### src/rtl/exception_pkg.sv
// Shared exception definitions: ExcCode values, exception vector constants
// and the redirect controller state encoding.
package exception_pkg;

    // Sequencer states for exc_redirect_ctrl.
    typedef enum logic [1:0] {
        StIdle,
        StDrain,
        StCommit,
        StRedirect
    } exc_ctrl_state_t;

    // Exception vector bases and offsets.
    localparam logic [31:0] VEC_BASE_BEV1   = 32'hBFC0_0200;
    localparam logic [31:0] VEC_BASE_BEV0   = 32'h8000_0000;
    localparam logic [31:0] VEC_OFS_REFILL  = 32'h0000_0000;
    localparam logic [31:0] VEC_OFS_GENERAL = 32'h0000_0180;

    // Cause.ExcCode values.
    localparam logic [4:0] CODE_INT  = 5'd0;
    localparam logic [4:0] CODE_MOD  = 5'd1;
    localparam logic [4:0] CODE_TLBL = 5'd2;
    localparam logic [4:0] CODE_TLBS = 5'd3;
    localparam logic [4:0] CODE_ADEL = 5'd4;
    localparam logic [4:0] CODE_ADES = 5'd5;
    localparam logic [4:0] CODE_IBE  = 5'd6;
    localparam logic [4:0] CODE_DBE  = 5'd7;
    localparam logic [4:0] CODE_SYS  = 5'd8;
    localparam logic [4:0] CODE_BP   = 5'd9;
    localparam logic [4:0] CODE_RI   = 5'd10;
    localparam logic [4:0] CODE_CPU  = 5'd11;
    localparam logic [4:0] CODE_OV   = 5'd12;
    localparam logic [4:0] CODE_TR   = 5'd13;

    // Address-related exceptions are the only ones that update BadVAddr.
    function automatic logic code_has_badvaddr(input logic [4:0] code);
        return (code == CODE_MOD)  || (code == CODE_TLBL) || (code == CODE_TLBS) ||
               (code == CODE_ADEL) || (code == CODE_ADES);
    endfunction

endpackage

### src/rtl/exc_vector_gen.sv
// Exception vector generator: (BEV, refill, EXL) -> exception entry PC.
// The TLB refill vector is only available when EXC_TLB_REFILL_EN is defined;
// otherwise every exception enters at the general vector.
module exc_vector_gen
    import exception_pkg::*;
(
    input  logic        bev,
    input  logic        refill,
    input  logic        exl,
    output logic [31:0] vector_pc
);

    logic [31:0] base;
    logic [31:0] offset;

`ifdef EXC_TLB_REFILL_EN
    // Refill entry only applies when not already at exception level.
    always_comb begin
        offset = VEC_OFS_GENERAL;
        if (refill && !exl) begin
            offset = VEC_OFS_REFILL;
        end
    end
`else
    logic unused_refill_exl;
    assign unused_refill_exl = refill ^ exl;

    // Refill is not supported: everything goes to the general entry.
    always_comb begin
        offset = VEC_OFS_GENERAL;
    end
`endif

    assign base      = bev ? VEC_BASE_BEV1 : VEC_BASE_BEV0;
    assign vector_pc = base + offset;

endmodule

### src/rtl/exc_redirect_ctrl.sv
// Exception / ERET redirect sequencer. Captures one commit-stage event,
// flushes, waits for the memory system to drain, issues one CP0 update and
// then holds a PC redirect until fetch accepts it.
// Optional feature: EXC_TLB_REFILL_EN (TLB refill vector, see exc_vector_gen).
module exc_redirect_ctrl
    import exception_pkg::*;
#(
    parameter bit RESET_VECTOR_BEV = 1'b1
) (
    input  logic        clk,
    input  logic        reset,
    input  logic        exc_valid,
    input  logic        exc_refill,
    input  logic [4:0]  exc_code,
    input  logic [31:0] exc_pc,
    input  logic        exc_in_delay_slot,
    input  logic [31:0] exc_badvaddr,
    input  logic        eret_valid,
    input  logic [31:0] cp0_epc,
    input  logic        cp0_status_bev,
    input  logic        cp0_status_exl,
    input  logic        mem_busy,
    input  logic        redirect_ready,
    output logic        flush,
    output logic        busy,
    output logic        cp0_we,
    output logic        cp0_exl_set,
    output logic        cp0_exl_clr,
    output logic        cp0_epc_we,
    output logic [31:0] cp0_epc_wdata,
    output logic        cp0_bd,
    output logic        cp0_code_we,
    output logic [4:0]  cp0_code,
    output logic        cp0_badvaddr_we,
    output logic [31:0] cp0_badvaddr,
    output logic        redirect_valid,
    output logic [31:0] redirect_pc
);

    exc_ctrl_state_t state_q, state_d;

    logic        capture;
    logic        is_exc_q;
    logic        refill_q;
    logic [4:0]  code_q;
    logic [31:0] exc_epc_q;     // EPC to write, already adjusted for delay slot
    logic        bd_q;
    logic [31:0] badvaddr_q;
    logic [31:0] eret_pc_q;     // EPC sampled with an ERET
    logic        bev_q;
    logic        exl_q;
    logic [31:0] vector_pc;

    assign capture = (state_q == StIdle) && (exc_valid || eret_valid);

    // State register and event capture; payload is frozen for the whole sequence.
    always_ff @(posedge clk) begin
        if (reset) begin
            state_q    <= StIdle;
            is_exc_q   <= 1'b0;
            refill_q   <= 1'b0;
            code_q     <= 5'd0;
            exc_epc_q  <= 32'd0;
            bd_q       <= 1'b0;
            badvaddr_q <= 32'd0;
            eret_pc_q  <= 32'd0;
            // Only observable after a capture overwrites it; outputs stay gated.
            bev_q      <= RESET_VECTOR_BEV;
            exl_q      <= 1'b0;
        end else begin
            state_q <= state_d;
            if (capture) begin
                is_exc_q   <= exc_valid;
                refill_q   <= exc_refill;
                code_q     <= exc_code;
                exc_epc_q  <= exc_in_delay_slot ? (exc_pc - 32'd4) : exc_pc;
                bd_q       <= exc_in_delay_slot;
                badvaddr_q <= exc_badvaddr;
                eret_pc_q  <= cp0_epc;
                bev_q      <= cp0_status_bev;
                exl_q      <= cp0_status_exl;
            end
        end
    end

    // Next-state logic.
    always_comb begin
        state_d = state_q;
        unique case (state_q)
            StIdle:     if (exc_valid || eret_valid) state_d = StDrain;
            StDrain:    if (!mem_busy) state_d = StCommit;
            StCommit:   state_d = StRedirect;
            StRedirect: if (redirect_ready) state_d = StIdle;
            default:    state_d = StIdle;
        endcase
    end

    exc_vector_gen u_vector_gen (
        .bev       (bev_q),
        .refill    (refill_q),
        .exl       (exl_q),
        .vector_pc (vector_pc)
    );

    // Outputs decoded from state and captured payload only.
    always_comb begin
        flush           = 1'b0;
        busy            = (state_q != StIdle);
        cp0_we          = 1'b0;
        cp0_exl_set     = 1'b0;
        cp0_exl_clr     = 1'b0;
        cp0_epc_we      = 1'b0;
        cp0_epc_wdata   = 32'd0;
        cp0_bd          = 1'b0;
        cp0_code_we     = 1'b0;
        cp0_code        = 5'd0;
        cp0_badvaddr_we = 1'b0;
        cp0_badvaddr    = 32'd0;
        redirect_valid  = 1'b0;
        redirect_pc     = 32'd0;
        unique case (state_q)
            StDrain: begin
                flush = 1'b1;
            end
            StCommit: begin
                flush  = 1'b1;
                cp0_we = 1'b1;
                if (is_exc_q) begin
                    cp0_exl_set     = 1'b1;
                    // Nested exceptions keep the original EPC/BD.
                    cp0_epc_we      = !exl_q;
                    cp0_epc_wdata   = exc_epc_q;
                    cp0_bd          = bd_q;
                    cp0_code_we     = 1'b1;
                    cp0_code        = code_q;
                    cp0_badvaddr_we = code_has_badvaddr(code_q);
                    cp0_badvaddr    = badvaddr_q;
                end else begin
                    cp0_exl_clr = 1'b1;
                end
            end
            StRedirect: begin
                redirect_valid = 1'b1;
                redirect_pc    = is_exc_q ? vector_pc : eret_pc_q;
            end
            default: ;
        endcase
    end

endmodule

### config.mk
export PLATFORM = sky130hd
export DESIGN_NAME = exc_redirect_ctrl
export DESIGN_NICKNAME = d
export VERILOG_FILES = /design/src/rtl/exception_pkg.sv /design/src/rtl/exc_vector_gen.sv /design/src/rtl/exc_redirect_ctrl.sv
export SDC_FILE = /design/constraint.sdc
export NUM_CORES = 1
export LEC_CHECK = 0
export BUFFER_PORTS_ARGS = -buffer_cell sky130_fd_sc_hd__buf_2
export CORE_MARGIN = 5
export CORE_UTILIZATION = 25
export DETAILED_ROUTE_END_ITERATION = 16
export HOLD_SLACK_MARGIN = 0.1
export PLACE_DENSITY_LB_ADDON = 0.2
export SLEW_MARGIN = 10
export SYNTH_ARGS = -nofsm -noshare
export SYNTH_HDL_FRONTEND = slang
export SYNTH_SLANG_ARGS = --single-unit
### constraint.sdc
create_clock -name clk -period 2.45 [get_ports clk]
set_clock_uncertainty 0.05 [all_clocks]
set_input_delay 0.1225 -clock clk [delete_from_list [all_inputs] [get_ports clk]]
set_output_delay 0.1225 -clock clk [all_outputs]
set_load 0.05 [all_outputs]
Yosys cells after proc, flatten, opt, wreduce, memory -nomap -nowiden
Index checks and enable logic that the tools add are counted.
- flip-flop bits (word level): 107
- bits in latches: 0
- memory bits (writable): 0
- bits in read-only memories: 0
- output and inout port bits: 111
- memories kept: 0
- $add $sub $neg: 2
- multiply operators: 0
- div/mod/pow operators: 0
- order comparisons: 0
- eq/ne operators: 11
- shift-type cells: 0
- muxes and demuxes: 27
- bitwise gates (word level): 0
- reduce and logical (&&, ||, !) cells: 11
- operator list (cell ; count):
    $mux 32 ; 7
    $add 32x9->32 const B ; 1
    $sub 32x3->32 const B ; 1
    $mux 30 ; 1
    $mux 1 ; 13
    $eq 5x2->1 const B ; 2
    $eq 5x3->1 const B ; 2
    $mux 5 ; 2
    $pmux 2 s4 ; 1
    $mux 2 ; 3
    $eq 5x1->1 const B ; 1
    $logic_or 1x1->1 ; 5
    $eq 2x2->1 const B ; 2
    $ne 2x2->1 const B ; 2
    $reduce_and 3->1 ; 1
    $eq 2x1->1 const B ; 1
    $logic_not 2->1 ; 1
    $ne 2x1->1 const B ; 1
    $reduce_bool 2->1 ; 1
    $reduce_or 2->1 ; 1
    $logic_and 1x1->1 ; 1
    $logic_not 1->1 ; 1

Logic depth before layout (Yosys ltp)
Gate-level depths: netlist of the first run.
- depth in word-level cells: 7
- depth in mapped cells: 8
- gate-level depth less buffers: 6

Modules after synthesis
From an unflattened synthesis of the first run, not the netlist that was laid out.
- cells, all modules: 741
- area, all modules: 5688.0 um2
- by module, submodules not included (module ; times used ; cells each ; area an instance (um2) ; seq. area each (um2)):
    exc_redirect_ctrl ; 1 ; 707 ; 5440.2 ; 2162.1
    exc_vector_gen ; 1 ; 34 ; 247.7 ; 0.0

Worst setup path after synthesis of the first run
No wires, ideal clock.
- path kind: register to output
- from: register state_q[0]
- to: output cp0_badvaddr_we
- arrival: 2.514 ns
- slack: -0.237 ns
- stages on the path, launching flop included: 7
- path through: dfxtp_1 > inv_1 > ha_1 > clkbuf_1 > nand2_1 > or4_1 > a21oi_1
- longest elaborated chain between the ends: 2
- RTL lines (element ; RTL line ; text):
    start, declared ; exc_redirect_ctrl.sv:40 ; exc_ctrl_state_t state_q, state_d;
    start signal, assigned ; exc_redirect_ctrl.sv:59 ; state_q <= StIdle;
    start signal, assigned ; exc_redirect_ctrl.sv:71 ; state_q <= state_d;
    $eq 2x2->1 ; exc_redirect_ctrl.sv:121 ; unique case (state_q)
    $mux 1 ; exc_redirect_ctrl.sv:121 ;
    end, declared ; exc_redirect_ctrl.sv:34 ; output logic cp0_badvaddr_we,
Every way passes these cells.

Final worst setup path of the first run
- from: input exc_pc[7]
- to: register exc_epc_q[28]
- longest elaborated chain between the ends: 2
- RTL lines (element ; RTL line ; text):
    start, declared ; exc_redirect_ctrl.sv:15 ; input logic [31:0] exc_pc,
    $sub 32x3->32 ; exc_redirect_ctrl.sv:76 ; exc_epc_q <= exc_in_delay_slot ? (exc_pc - 32'd4) : exc_pc;
    $mux 32 ; exc_redirect_ctrl.sv:76 ;
    end signal, assigned ; exc_redirect_ctrl.sv:76 ;
    end, declared ; exc_redirect_ctrl.sv:46 ; logic [31:0] exc_epc_q;
Every way passes these cells.
A chain may end at the register's enable or synchronous reset.

==> metrics.txt, run 1 <==
worst-margin pin slew 0.586 ns; met3 wire len just over 1 mm; Mapped Nets ~800; Hold Crit Depth 3; DRT Pass-1 Iters 4; Setup Viol. Count Final 0; top cells by area, synth dfxtp_1 (41%), nand2_1 (12%), and3_1 (8.5%), a21oi_1 (7.2%), clkbuf_1 (4.1%); Critical Path AT roughly 2.7 ns; CTS tree yes; min Tclk post-route 2.43 ns; worst hold path type input pin to register; Die W around 150 um; worst-path cell chain dlygate4sd3_1 -> buf_2 -> nor4_2 -> buf_4 -> nand4_1 -> buf_6 -> or4_1 -> a311oi_2 -> dlygate4sd3_1; Hold Fails Final Rpt 0; post-synthesis cell area 0.00518 sq mm; post-synth top area cell dfxtp_1; layout cells sized above 1 about 28%; hpwl dp about 12 mm; Finished Layout Cells ~1200; syn_area_per_cell between 7 and 8 sq um; antenna viol nets, final 0; Crit-path slowest cell dlygate4sd3_1; PD cells 795 mW/mm^2; R2R Setup Slk around 0.26 ns; initial drt markers ~210; port bufs 220; min-delay src exc_pc[8]; Post-synth ARST share 0%; Via density approximately 4.6; die area 0.0237 sq mm; ANT cells 0; Multi-input gate area 0.00283 sq mm; vias in the first global route 5648; Worst Setup Start Kind input pin; Worst R2R Start state_q[0]; Min-Delay Endpoint exc_epc_q[8]; Main synth FF type dfxtp_1; fin crit share between 90% and 100%; antenna violations before repair 0; highest metal used met4; clk sinks 107; vias between 5000 and 6000; Max-Slew Margin vs Limit 61.0%; Area Growth Syn to Fin 52.9%; grt ovf 0; CTS Buf Count 9; CTS clk-pin slew, worst paths 0.08 ns; largest net degree at the start of global routing 68; final core occ 39.0%; Peak supply drop 334 uV; top-count cell post-synth nand2_1; Synth warnings 0; Cell variety after synth 40; GRT Total Usage between 10% and 20%; CTS root buf clkbuf_16; first-pass GRT wire length just under 30 mm; DRC 0; LEAKAGE 3.75 nW; status finished, final reports clean; Crit. End Element register; Reg area 0.00214 sq mm; Crit path largest cell delay 0.57 ns; Max clock buf depth 2; DR WL met2 8.50 mm; top-area cell type share of the netlist area about two fifths; worst-path fanout max 12; fill cell count 2183; Most Frequent Cell on Critical Path dlygate4sd3_1; max_cap viols 0; DP Cell Count 1128; WL final 18.5 mm; number of flops mapped to enable cells by yosys 0; f_max a little over 0.4 GHz; Register-to-Register Path Depth 6; Skew-Pair Late Insertion Delay 0.34 ns; unrepaired setup endpoints after global routing true; GP Congestion 0.808; Synth top cells by count nand2_1 (160), dfxtp_1 (107), a21oi_1 (75); count of standard-cell rows 52; I/O pins around 220; largest delay contributor family on the critical path buffers and inverters; wire length on met1 approximately 8.7 mm; Seq/Total Area, Yosys between 40 and 50%; FF-to-FF End exc_epc_q[28]; H-tree depth 3; Slew Limit Fails 0; core area 0.0203 sq mm; cells after synthesis 680; required time worst endpoint 2.70 ns; initial core utilization 25.5%; buffers plus inverters on the worst setup path 5; post-DR wirelength/cell 14.8 um; Nets 1088; critical path class input pin to register; die height 154 um; synthesized flop and latch total 107; Hold Slack 0.111 ns
-- area by class of cell --
cell class                      count  area share (%)
Multi-Input combinational cell    506            35.7
Timing Repair Buffer              342            29.1
Sequential cell                   107            27.1
Tap cell                          270            4.27
Clock buffer                       10            3.02
Clock inverter                      6           0.601
Inverter                            6           0.284
-- kinds of logic (layout without fill, tap and decap cells) --
logic type / after synthesis / after routing / share of synthesized area [%]
XOR/XNOR: 11 / 11 / 1.86
AND/OR/NAND/NOR: 350 / 350 / 33.4
buffers and inverters: 67 / 364 / 5.15
adder cells (fa/ha/maj): 5 / 5 / 1.21
multiplexers: 2 / 2 / 0.387
flip-flops: 107 / 107 / 41.4
AO/OA/AOI/OAI: 138 / 138 / 16.6
-- layer usage --
layer,vias to the layer above,track usage [%]
met5,-,0
met4,0,4.79
met3,16,2.70
met2,172,25.0
met1,2596,19.6
li1,2934,-
-- metrics by stage --
step | power [mW] | TNS (ns) | setup WS [ns] | cell area, sq um
global route | 6.75 | -0.0739 | -0.0739 | 7920
floorplan | 4.05 | -0.439 | -0.0628 | 5180
detailed placement | 4.81 | 0 | 0.286 | 6570
CTS | 6.43 | 0 | 0.0156 | 7890
global placement | 4.79 | 0 | 0.300 | 6570
finish | 6.30 | 0 | 0.0201 | 7920
-- sequential cells by signal, indices dropped and copies added (netlist names) --
name	cells
is_exc_q	1
exl_q	1
badvaddr_q	32
bd_q	1
code_q	5
bev_q	1
exc_epc_q	32
eret_pc_q	32
state_q	2
-- report_power, final --
part           switching (mW)  total, mW  leakage [nW]  internal, mW
combinational            1.65       2.47          2.72         0.819
clock                   0.712       1.44         0.140         0.731
sequential              0.205       2.39         0.884          2.18
-- worst max path at each step --
stage	startpoint	to	slack (ns)	depth (start not counted)
2_1_floorplan	state_q[1]	redirect_pc[23]	-0.06	3
3_3_place_gp	exc_pc[8]	exc_epc_q[25]	0.30	5
3_5_place_dp	exc_pc[8]	exc_epc_q[25]	0.29	5
4_1_cts	exc_pc[26]	exc_epc_q[28]	0.02	7
5_1_grt	exc_pc[7]	exc_epc_q[28]	-0.07	9
6_report	exc_pc[7]	exc_epc_q[28]	0.02	9
-- cell usage in the layout (no fill, tap or decap), types with 5 or more instances in the layout --
cell,Yosys,routed
buf_2,0,219
nand2_1,160,160
dfxtp_1,107,106
dlygate4sd3_1,0,101
a21oi_1,75,74
and3_1,70,70
nor2_1,39,39
and2_1,20,20
buf_4,2,19
a311oi_1,16,15
a211oi_1,14,14
o31ai_1,14,14
or4_1,13,13
nand2b_1,10,10
a21boi_0,9,9
clkbuf_16,0,9
or3_1,8,8
inv_1,6,6
xnor2_1,6,6
nor3_1,6,5
xor2_1,5,5
-- worst min-delay path, stage by stage --
cell,delay (ns)
buf_2,0.12
xor2_1,0.15
a211oi_1,0.08
-- timing repair --
item | 4_1_cts | 5_1_grt
setup buffers | 0 | 2
endpoints found under the setup margin | 0 | 3
gates resized for setup | 0 | 6
endpoints found under the hold margin | 100 | 0
hold buffers | 103 | 0
Note: power is estimated with default switching activity, not from simulation.
==> run 2: changes to the inputs <==
RECOVER_POWER = 100   (was not set)
==> run 2 against run 1 <==
Via count increased by 0.14%; sequential power barely moved; combinational power shrank 3%; largest cell class unchanged; largest power group is now registers; highest routed layer unchanged.
==> metrics.txt, run 2 (synthesis results as in run 1) <==
min Tclk post-route 2.43 ns (-0.00151 ns); initial core utilization 25.5% (unchanged); most common cell after layout, fill and taps aside buf_2; vias 5726 (+0.14%); Setup Viol. Count Final 0 (unchanged); critical path class input pin to register; max_cap viols 0 (unchanged); PD cells 792 mW/mm^2 (-0.49%); Finished Layout Cells 1247 (unchanged); Pwr Total 6.22 mW (-1.2%); placed cell area 0.00657 sq mm (unchanged); CTS Buf Count 9 (unchanged); ANT cells 0 (unchanged); grt ovf 0 (unchanged); Area Growth Syn to Fin 51.7%; post-route design area 0.00786 sq mm (-0.74%); Nets 1088 (unchanged); Skew-Pair Late Insertion Delay 0.34 ns (about the same); Max clock buf depth 2 (unchanged); Slew Limit Fails 0 (unchanged); post-DR wirelength/cell 14.8 um (-0.12%); unrepaired setup endpoints after global routing true; DRT Pass-1 Iters 4 (unchanged); Max-Slew Margin vs Limit 24.3% (-37 points); GP Congestion 0.808 (unchanged); I/O pins 222 (unchanged); Die W 154 um (unchanged); required time worst endpoint 2.70 ns (about the same); worst-margin pin slew 1.13 ns (+0.549 ns); grt peak-use layer met2; vias in the first global route 5648 (unchanged); Hold Fails Final Rpt 0 (unchanged); count of standard-cell rows 52 (unchanged); port bufs 220 (unchanged); met1 GRT Util 19.6% (unchanged); first-pass GRT wire length 29.2 mm (unchanged); Top Registers badvaddr_q (32), eret_pc_q (32), exc_epc_q (32); H-tree depth 3 (unchanged); Peak supply drop 331 uV (-0.92%); worst hold path type input pin to register; largest net degree at the start of global routing 68 (unchanged); hpwl dp 12.3 mm (unchanged); LEAKAGE 3.66 nW (-2.3%); layout cells sized above 1 26.4% (-1.5 points); CTS tree yes; Worst Setup Start Kind input pin; GRT met2 Usage 25.0% (unchanged); fill cell count 2198 (+0.69%); DRC 0 (unchanged); M3 GR Usage 2.70% (unchanged); WL final 18.5 mm (-0.12%); DP Cell Count 1128 (unchanged); die height 154 um (unchanged); Crit. End Element register; CTS root buf clkbuf_16; most frequent cells in the layout buf_2 (186), nand2_1 (160), dfxtp_1 (106); status finished, final reports clean; CTS clk-pin slew, worst paths 0.08 ns (about the same); fin crit share 99.1% (about the same); Via density 4.59 (+0.14%); f_max 0.412 GHz (about the same); core area 0.0203 sq mm (unchanged); antenna viol nets, final 0 (unchanged); Critical Path AT 2.68 ns (about the same); worst-path fanout max 12 (unchanged); initial drt markers 216 (+0.93%); GRT Total Usage 14.9% (unchanged); clk sinks 107 (unchanged); die area 0.0237 sq mm (unchanged); antenna violations before repair 0 (unchanged)
[run 2: cell count changes in the layout (fill, tap and decap cells not counted), sizes merged]
cell | before | now
buf | 241 | 202
clkbuf | 10 | 49
[run 2: timing repair]
item	4_1_cts	5_1_grt
hold buffers	103	0
buffers inserted	0	2
hold endpoints to repair	100	0
setup endpoints to repair	0	3
resized for setup	0	6
[run 2: worst max-delay path, cell delays in order]
cell           delay (ns)
dlygate4sd3_1        0.53
buf_2                0.15
nor4_2               0.13
buf_4                0.17
nand4_1              0.10
buf_6                0.17
or4_1                0.48
a311oi_2             0.25
dlygate4sd3_1        0.57
[run 2: final cells by class]
class	instances	area, sq um	area share [%]
clock buffers	10	239	3.04
clock inverters	6	47.5	0.605
inverters	6	22.5	0.287
multi-input cells	506	2810	35.7
flip-flops and latches	107	2140	27.3
well taps	270	338	4.30
repair buffers	342	2260	28.8
[run 2: where the power goes]
| part | internal (mW) | leakage, nW | switching [mW] |
|---|---|---|---|
| logic | 0.752 | 2.64 | 1.64 |
| registers | 2.18 | 0.884 | 0.205 |
| clock network | 0.731 | 0.140 | 0.712 |
| total | 3.67 | 3.66 | 2.55 |
[run 2: worst paths after layout]
| path | startpoint | endpoint | slack [ns] | cells past startpoint |
|---|---|---|---|---|
| worst max-delay path | exc_pc[7] | exc_epc_q[28] | 0.02 | 9 |
| worst min-delay path | exc_pc[8] | exc_epc_q[8] | 0.11 | 3 |
| worst max register to register | state_q[0] | exc_epc_q[28] | 0.12 | 6 |
| worst min register to register | eret_pc_q[3] | eret_pc_q[3] | 0.40 | 2 |
[run 2: per-layer routing]
layer	routed length (um)	part of all wire, %
met5	0	0
met4	284	1.5
met3	1030	5.6
met2	8560	46
met1	8580	46
[run 2: through the flow]
stage	util (%)	TNS, ns	hold slack, ns	worst slack (ns)
5_1_grt	38.7	-0.0739	0.117	-0.0739
6_report	38.7	0	0.110	0.0216
2_1_floorplan	-	-0.439	0.197	-0.0628
3_3_place_gp	32.4	0	0.287	0.300
4_1_cts	38.9	0	0.104	0.0156
3_5_place_dp	32.4	0	0.289	0.286
==> run 3: changes to the inputs <==
SYNTH_HIERARCHICAL = 1   (was not set)
clock period = 1.97 ns   (was 2.45 ns; I/O delays follow)
==> run 3 against run 2 <==
The run now ends with setup timing left; design area grew 10%; sequential share of layout area shrank 2.5 points; count of clock-buffer cells in the layout grew 2; setup slack lost 0.032 ns; total power grew 35%; first-iteration DRC count grew 36%; critical path depth shrank 3; non-clock buffer count grew 32; register-to-register slack is essentially flat; sequential power grew 26%; sequential cell count is the same; synthesized cell count grew 8.4%; critical path type unchanged; largest power group is now combinational cells.
==> metrics.txt, run 3 <==
status finished, violations left; violated checks setup timing; Top Registers badvaddr_q (32), eret_pc_q (32), exc_epc_q (32); GRT Total Usage 15.0% (+0.073 points); layout cells sized above 1 33.3% (+6.9 points); Skew-Pair Late Insertion Delay 0.34 ns (about the same); Synth warnings 6 (+6); core area 0.0224 sq mm (+11%); Multi-input gate area 0.00327 sq mm (+16%); first-pass GRT wire length 32.2 mm (+10%); count of standard-cell rows 55 (+5.8%); post-DR wirelength/cell 14.9 um (+0.38%); I/O pins 222 (unchanged); Reg area 0.00215 sq mm (+0.23%); post-route design area 0.00866 sq mm (+10%); WL final 19.9 mm (+7.5%); Worst Setup Start Kind input pin; R2R Setup Slk 0.12 ns (about the same); port bufs 220 (unchanged); most common cell after layout, fill and taps aside buf_2; unrepaired setup endpoints after global routing true; NetSw 3.46 mW (+35%); CTS tree yes; fill cell count 2379 (+8.2%); die height 160 um (+4.2%); die area 0.0257 sq mm (+8.6%); Most Frequent Cell on Critical Path or4_4; Hold Fails Final Rpt 0 (unchanged); most frequent cells in the layout buf_2 (189), nand2_1 (154), dfxtp_1 (104); buffers plus inverters on the worst setup path 2 (-3); Crit-path slowest cell or4_4; Sw Ratio 41.1% (about the same); Sequential Power Share 35.8% (-2.6 points); FF-to-FF End exc_epc_q[26]; f_max ~0.51 GHz; worst-path cell chain buf_2 -> or4_4 -> or4_4 -> buf_6 -> or4_4 -> a311oi_2; Critical Path AT 2.19 ns (-0.49 ns); Worst R2R Start state_q[1]; GP Congestion 0.791 (-2.1%); Register-to-Register Path Depth 7 (+1); Crit. End Element register; fin crit share 101%; Via density 4.57 (-0.37%); largest delay contributor family on the critical path simple AND/OR/NAND/NOR gates; max_cap viols 0 (unchanged); vias in the first global route 5997 (+6.2%); Slew Limit Fails 0 (unchanged); worst hold path type input pin to register; Peak supply drop 489 uV (+48%); post-synthesis cell area 0.00566 sq mm (+9.2%); TNS Setup -0.0101 ns (-0.0101 ns); DP Cell Count 1221 (+8.2%); CTS clk-pin slew, worst paths 0.07 ns (about the same); H-tree depth 3 (unchanged); vias 6112 (+6.7%); Power Internal 4.96 mW (+35%); LEAKAGE 3.99 nW (+9.0%); ANT cells 0 (unchanged); syn_area_per_cell 7.67 sq um (+0.76%); Max clock buf depth 2 (unchanged); Nets 1162 (+6.8%); final core occ 38.6% (-0.086 points); Crit. path cell count 6 (-3); Area Growth Syn to Fin 53.2%; pre-CTS setup slack -0.430 ns (-0.716 ns); Setup Viol. Count Final 1 (+1); hpwl dp 13.3 mm (+7.8%); DRC 0 (unchanged); CTS Buf Count 9 (unchanged); clk sinks 107 (unchanged); Pwr Total 8.42 mW (+35%); critical path endpoint exc_epc_q[31]; Setup crit start exc_pc[6]; critical path class input pin to register; Max-Slew Margin vs Limit 59.2% (+35 points); cells after synthesis 737 (+8.4%); Final WS setup -0.0101 ns (-0.0318 ns); Hold Slack 0.122 ns (+0.0115 ns); antenna violations before repair 0 (unchanged); grt ovf 0 (unchanged); required time worst endpoint 2.18 ns (-0.52 ns); initial drt markers 294 (+36%); min Tclk post-route 1.98 ns; worst-path fanout max 13 (+1); PD cells 972 mW/mm^2 (+23%); placed cell area 0.00735 sq mm (+12%); Crit path largest cell delay 0.56 ns (about the same); initial core utilization 25.2% (-0.30 points); largest net degree at the start of global routing 58 (-15%); CTS root buf clkbuf_16; Finished Layout Cells 1336 (+7.1%); Comb pwr share 42.4% (+4.0 points); Die W 160 um (+4.2%); Clock power frac 21.8% (-1.4 points); antenna viol nets, final 0 (unchanged); worst-margin pin slew 0.615 ns (-0.520 ns); DRT Pass-1 Iters 4 (unchanged)
run 3: how the worst min path moves through the flow:
stage / start / to / slack (ns) / cells after the start
after floorplan: cp0_status_bev / bev_q / 0.17 / 2
after global placement: cp0_status_bev / bev_q / 0.27 / 3
after detailed placement: cp0_status_bev / bev_q / 0.26 / 3
after CTS: exc_pc[22] / exc_epc_q[22] / 0.10 / 4
after global routing: exc_pc[7] / exc_epc_q[7] / 0.12 / 4
final: exc_pc[22] / exc_epc_q[22] / 0.12 / 4
run 3: cell type report:
cell class	instances	share of cell area (%)
well taps	285	4.12
multi-input cells	548	37.7
clock inverters	4	0.361
clock buffers	12	3.08
flip-flops and latches	107	24.8
inverters	6	0.260
repair buffers	374	29.7
run 3: layer usage:
layer	track usage [%]	vias up	part of all wire, %
met4	3.95	0	1.4
met1	21.0	2815	48
met5	0	-	0
met2	23.8	174	46
li1	-	3106	-
met3	2.82	17	5.0
run 3: repair_timing:
item                       4_1_cts  5_1_grt
hold endpoints to repair        93        0
gates cloned                     0        1
hold buffers                    94        0
setup buffers                    3        2
pin swaps                        4        8
gates resized for setup         13       13
setup endpoints to repair       56       18
run 3: power groups by stage:
stage,Combinational [mW],Sequential (mW),Clock (mW)
final,3.57,3.01,1.84
after global routing,3.98,3.09,2.01
after CTS,3.68,3.02,1.93
after detailed placement,3.50,3.06,0
after global placement,3.48,3.06,0
after floorplan,2.50,2.96,0
run 3: worst reg2reg max path, stage by stage, from the launching register on:
cell      delay (ns)
dfxtp_2         0.35
inv_1           0.09
ha_2            0.26
o21a_4          0.19
clkbuf_4        0.43
nand2_1         0.12
nor4_1          0.17
nor4_1          0.08
